--- config.mk ---
export PLATFORM = sky130hd
export DESIGN_NAME = uart_rx_fifo
export DESIGN_NICKNAME = d
export VERILOG_FILES = /design/src/rtl/uart_pkg.sv /design/src/rtl/uart_fifo_ram.sv /design/src/rtl/uart_rx_fifo.sv
export SDC_FILE = /design/constraint.sdc
export NUM_CORES = 1
export LEC_CHECK = 0
export ABC_AREA = 1
export BUFFER_PORTS_ARGS = -buffer_cell sky130_fd_sc_hd__buf_2
export CAP_MARGIN = 20
export CORE_ASPECT_RATIO = 0.6
export CORE_MARGIN = 8
export CORE_UTILIZATION = 40
export DETAILED_ROUTE_END_ITERATION = 8
export GPL_TIMING_DRIVEN = 0
export HOLD_SLACK_MARGIN = 0.15
export REMOVE_ABC_BUFFERS = 1
export SYNTH_ARGS = -nofsm -noshare
export SYNTH_HDL_FRONTEND = slang
export SYNTH_SLANG_ARGS = --single-unit
--- constraint.sdc ---
create_clock -name clk -period 2.4 [get_ports clk]
set_input_delay 0.24 -clock clk [delete_from_list [all_inputs] [get_ports clk]]
set_output_delay 0.24 -clock clk [all_outputs]
set_load 0.01 [all_outputs]
--- src/rtl/uart_pkg.sv ---
// Shared UART constants: receive-entry layout and default FIFO sizing.
// Used by the RX FIFO today and intended for the TX path later.
package uart_pkg;

  localparam int RX_ENTRY_W  = 11;
  localparam int RX_DATA_LSB = 0;
  localparam int RX_PAR_BIT  = 8;
  localparam int RX_FRM_BIT  = 9;
  localparam int RX_BRK_BIT  = 10;

  localparam int RX_FIFO_DEPTH    = 16;
  localparam int RX_TIMEOUT_TICKS = 160;

  function automatic logic [RX_ENTRY_W-1:0] rx_pack(
    input logic [7:0] data,
    input logic       par,
    input logic       frm,
    input logic       brk
  );
    logic [RX_ENTRY_W-1:0] e;
    e                          = '0;
    e[RX_DATA_LSB +: 8]        = data;
    e[RX_PAR_BIT]              = par;
    e[RX_FRM_BIT]              = frm;
    e[RX_BRK_BIT]              = brk;
    return e;
  endfunction

endpackage

--- src/rtl/uart_fifo_ram.sv ---
// DEPTH x WIDTH register file: synchronous write, asynchronous read, no reset.
// Shared storage primitive for the UART RX and TX FIFOs.
module uart_fifo_ram #(
  parameter  int DEPTH = 16,
  parameter  int WIDTH = 11,
  localparam int AW    = $clog2(DEPTH)
) (
  input  logic             clk,
  input  logic             we,
  input  logic [AW-1:0]    waddr,
  input  logic [WIDTH-1:0] wdata,
  input  logic [AW-1:0]    raddr,
  output logic [WIDTH-1:0] rdata
);

  logic [DEPTH-1:0][WIDTH-1:0] mem;

  always_ff @(posedge clk) begin
    if (we) mem[waddr] <= wdata;
  end

  assign rdata = mem[raddr];

endmodule

--- src/rtl/uart_rx_fifo.sv ---
// UART receive FIFO: first-word-fall-through character buffer with level,
// sticky overrun and character-timeout status for interrupt generation.
module uart_rx_fifo
  import uart_pkg::*;
#(
  parameter  int DEPTH         = RX_FIFO_DEPTH,
  parameter  int TIMEOUT_TICKS = RX_TIMEOUT_TICKS,
  localparam int AW            = $clog2(DEPTH)
) (
  input  logic        clk,
  input  logic        resetn,
  input  logic        sample_tick,
  input  logic        wr_en,
  input  logic [7:0]  wr_data,
  input  logic        wr_parity_err,
  input  logic        wr_frame_err,
  input  logic        wr_break_err,
  output logic        rd_valid,
  input  logic        rd_ready,
  output logic [7:0]  rd_data,
  output logic        rd_parity_err,
  output logic        rd_frame_err,
  output logic        rd_break_err,
  input  logic        flush,
  input  logic        clr_overrun,
  input  logic [AW:0] thresh,
  output logic [AW:0] level,
  output logic        full,
  output logic        empty,
  output logic        overrun,
  output logic        level_irq,
  output logic        timeout_irq
);

  localparam int            TW       = $clog2(TIMEOUT_TICKS + 1);
  localparam logic [AW:0]   LVL_FULL = (AW+1)'(DEPTH);
  localparam logic [TW-1:0] TO_MAX   = TW'(TIMEOUT_TICKS);

  logic [AW-1:0]         wr_ptr, rd_ptr;
  logic [TW-1:0]         to_cnt;
  logic                  push, pop, drop;
  logic [RX_ENTRY_W-1:0] wr_entry, rd_entry;

  assign empty     = (level == '0);
  assign full      = (level == LVL_FULL);
  assign rd_valid  = !empty;
  assign level_irq = (thresh != '0) && (level >= thresh);

  // flush masks both ports; a full FIFO still accepts a push when a pop frees a slot
  assign pop  = rd_valid && rd_ready && !flush;
  assign push = wr_en && !flush && (!full || pop);
  assign drop = wr_en && !flush && full && !pop;

  assign wr_entry = rx_pack(wr_data, wr_parity_err, wr_frame_err, wr_break_err);

  uart_fifo_ram #(
    .DEPTH (DEPTH),
    .WIDTH (RX_ENTRY_W)
  ) u_ram (
    .clk   (clk),
    .we    (push),
    .waddr (wr_ptr),
    .wdata (wr_entry),
    .raddr (rd_ptr),
    .rdata (rd_entry)
  );

  assign rd_data       = rd_entry[RX_DATA_LSB +: 8];
  assign rd_parity_err = rd_entry[RX_PAR_BIT];
  assign rd_frame_err  = rd_entry[RX_FRM_BIT];
  assign rd_break_err  = rd_entry[RX_BRK_BIT];

  always_ff @(posedge clk or negedge resetn) begin
    if (!resetn) begin
      wr_ptr <= '0;
      rd_ptr <= '0;
      level  <= '0;
    end else if (flush) begin
      wr_ptr <= '0;
      rd_ptr <= '0;
      level  <= '0;
    end else begin
      if (push) wr_ptr <= wr_ptr + 1'b1;
      if (pop)  rd_ptr <= rd_ptr + 1'b1;
      if (push && !pop)      level <= level + 1'b1;
      else if (pop && !push) level <= level - 1'b1;
    end
  end

  // overrun survives flush; a drop in the same cycle as the clear wins
  always_ff @(posedge clk or negedge resetn) begin
    if (!resetn)          overrun <= 1'b0;
    else if (drop)        overrun <= 1'b1;
    else if (clr_overrun) overrun <= 1'b0;
  end

  always_ff @(posedge clk or negedge resetn) begin
    if (!resetn) begin
      to_cnt      <= '0;
      timeout_irq <= 1'b0;
    end else if (flush || push || pop || empty) begin
      to_cnt <= '0;
      if (flush || pop) timeout_irq <= 1'b0;
    end else if (sample_tick && (to_cnt != TO_MAX)) begin
      to_cnt <= to_cnt + 1'b1;
      if (to_cnt == TO_MAX - 1'b1) timeout_irq <= 1'b1;
    end
  end

endmodule

==> results.md <==
* Status: finished, violations left
* Failing checks: negative setup slack
* CP Launch Type: register
* Skew-Pair Late Insertion Delay at 0.44 ns
* Max-cap violations at 0
* CP endpoint kind: primary output
* Crit-path max FO at 14
* Skew final at 0.0131 ns
* Leakage at around 3.8 nW
* Vias at 5,900
* Final hold vios at 0
* Critical path class: reg -> out
* Core area at ~21,000 um^2
* Cell variety after synth at 34
* Port Buf Inserts at 44
* Register area share after synthesis at 68.2%
* Area growth, synth to finish at 19.5%
* DRT Pass-1 Iters at 5
* Clock buffer count from CTS at 17
* Routed Wire Length at 23.0 mm
* RSZ-0062 raised after global routing: yes
* Clock tree from TritonCTS: done
* DR DRC count at 0
* Row Count at 41
* Iter 0 DRT Violations at 490
* DIE WIDTH at 205 um
* Final Wtd Congestion at 0.776
* Max Fclk at 0.417 GHz
* Post-synthesis register bit count at 199
* Worst IR Drop VDD at 0.665 mV
* Syn Inst Count at 742
* Dpl hpwl at 12.7 mm
* Fin util at about half
* Final Cycle Share at 100%
* Gr usage total at 16.9%
* Die ar. at 26,600 um^2
* Crit path launch: rd_ptr[0]
* Yosys warning total at 0
* HP Class: in -> reg
* I/O pin cnt at 45
* Commonest non-fill, non-tap cell in the layout: edfxtp_1
* Setup TNS Final at -0.000824 ns
* Final Max Tran Viols at 0
* Main flop type after synthesis: edfxtp_1
* Cell count after placement at between 1,000 and 1,500
* Nets at 859
* Hold path start: wr_parity_err
* Final antenna-violating net count at 0
* EDFF count, synth at 176
* Slew @ Worst Pin at 1.02 ns
* Worst r2r src: level[1]
* Worst-path clk slew at about 0.080 ns
* Storage cell area at 5870 um^2
* Endpoints failing setup at 1
* Vias per cell at 5.31
* Number of global-route vias before repair at between 5,000 and 6,000
* Initial Util at 40.9%
* Most frequent cells in the layout: edfxtp_1, nor2_1, nand2_1
* Post-route insts no fill at 1,111
* Pwr per Cell Area at 1020 nW/um^2
* Async SR Flop Fraction at 11.6%
* Area post-placement at 9190 um^2
* First-pass GRT wire length at 33.3 mm
* Finished Cell Area at 10,300 um^2
* Clk buf depth at 2
* # diodes at 0
* CTS Sinks at 199
* Layout cell share with drive strength beyond 1 at a little over a fifth
* Final Critical Period at 2.40 ns
* Chip Height at roughly 130 um
* CP required at between 2 and 2.5 ns
* H-tree depth reported by CTS at 4
* Multi-input logic area at 2460 um^2
* Fill count at 1,889
* Avg Cell Area, Syn at ~12 um^2
* Pin count of the biggest net entering global routing at 52
* Clock root buffer master: clkbuf_16
* Syn Std Cell Area at 8600 um^2
* Worst Path Arrival at 2.16 ns
* Worst slew margin at roughly a third
* Total gr overflow at 0
* Worst Slack Setup Final at -0.000824 ns
* WL per Instance at 20.7 um
* Initial antenna violation count at 0
==> metrics by stage <==
step	setup WS, ns	power, mW	hold slack (ns)
after floorplan	-0.978	5.89	-0.0556
after global placement	-3.30	6.87	0.264
after detailed placement	-0.883	6.92	0.264
after CTS	-0.0166	10.1	0.160
after global routing	-0.118	11.0	0.179
final	-0.000824	10.5	0.170
==> power breakdown <==
part	leakage (nW)	internal, mW	total [mW]	switching [mW]
Sequential	1.89	3.89	4.02	0.130
Clock	0.271	1.56	2.91	1.35
Combinational	1.64	1.31	3.59	2.28
Total	3.80	6.75	10.5	3.76
==> metal layers <==
layer / up-vias / part of all wire (%) / GRT usage (%) / wire length, um
met5: - / 0 / 0 / 0
met4: 0 / 1.4 / 4.52 / 313
met3: 30 / 8.4 / 3.71 / 1930
met2: 252 / 43 / 24.6 / 9810
met1: 2840 / 48 / 25.0 / 10900
li1: 2778 / - / - / -
==> synth_stat cells (7+ instances only) <==
master / number / area [um^2]
o22ai_1: 23 / 144
dfrtp_1: 23 / 576
inv_1: 40 / 150
buf_2: 16 / 80.1
nand2_1: 105 / 394
nand3_1: 36 / 180
edfxtp_1: 176 / 5290
ha_1: 16 / 200
nor2_1: 128 / 480
clkbuf_1: 11 / 41.3
o21ai_1: 7 / 35.0
o31ai_1: 11 / 82.6
a21oi_1: 20 / 100
inv_2: 7 / 26.3
o21ai_0: 70 / 350
==> final cells by class <==
cell class / count / area share [%]
timing repair buffer: 87 / 6.99
tap: 279 / 3.40
clock buffer: 17 / 4.14
timing repair inverter: 5 / 0.609
multi-input combinational: 462 / 23.9
inverter: 47 / 2.12
sequential: 199 / 57.2
clock inverter: 15 / 1.64
==> sequential cells by signal, summed over array words and instances, names as in the netlist <==
register	flops
rd_ptr	4
wr_ptr	4
level	5
overrun	1
u_ram.mem	176
timeout_irq	1
to_cnt	8
==> logic make-up (layout without fill, tap and decap cells) <==
group	after synthesis	count (layout)	share of synthesized area (%)
xor+xnor	7	7	0.713
compound gates	146	146	9.78
flops	199	199	68.2
buf+inv	81	171	4.16
simple gates	292	292	14.6
fa+ha+maj	17	17	2.56
==> critical path, stage by stage, from the launching register on <==
cell	delay [ns]
dfrtp_4	0.52
buf_16	0.20
clkinv_16	0.09
nor2_1	0.04
o211ai_1	0.29
o2111ai_2	0.24
o21ai_1	0.16
buf_2	0.16
==> repair_timing <==
| item | 4_1_cts | 5_1_grt |
|---|---|---|
| pin swaps | 1 | 8 |
| resized for setup | 23 | 28 |
| hold endpoints to repair | 26 | 0 |
| hold buffers | 4 | 0 |
| gates cloned | 4 | 4 |
| setup endpoints to repair | 17 | 80 |
| buffers inserted | 15 | 6 |
==> path summary, 6_finish.rpt <==
check / endpoint / slack [ns] / cells past startpoint
setup / recovery: rd_data[1] / -0.0008 / 7
hold / removal: u_ram.mem[129] / 0.17 / 1
setup reg to reg: u_ram.mem[117] / 0.01 / 9
hold reg to reg: timeout_irq / 0.50 / 2
max in group asynchronous: rd_ptr[1] / 1.65 / 2
min in group asynchronous: wr_ptr[3] / 0.33 / 2
No activity file was read; power rests on OpenSTA's default activity.
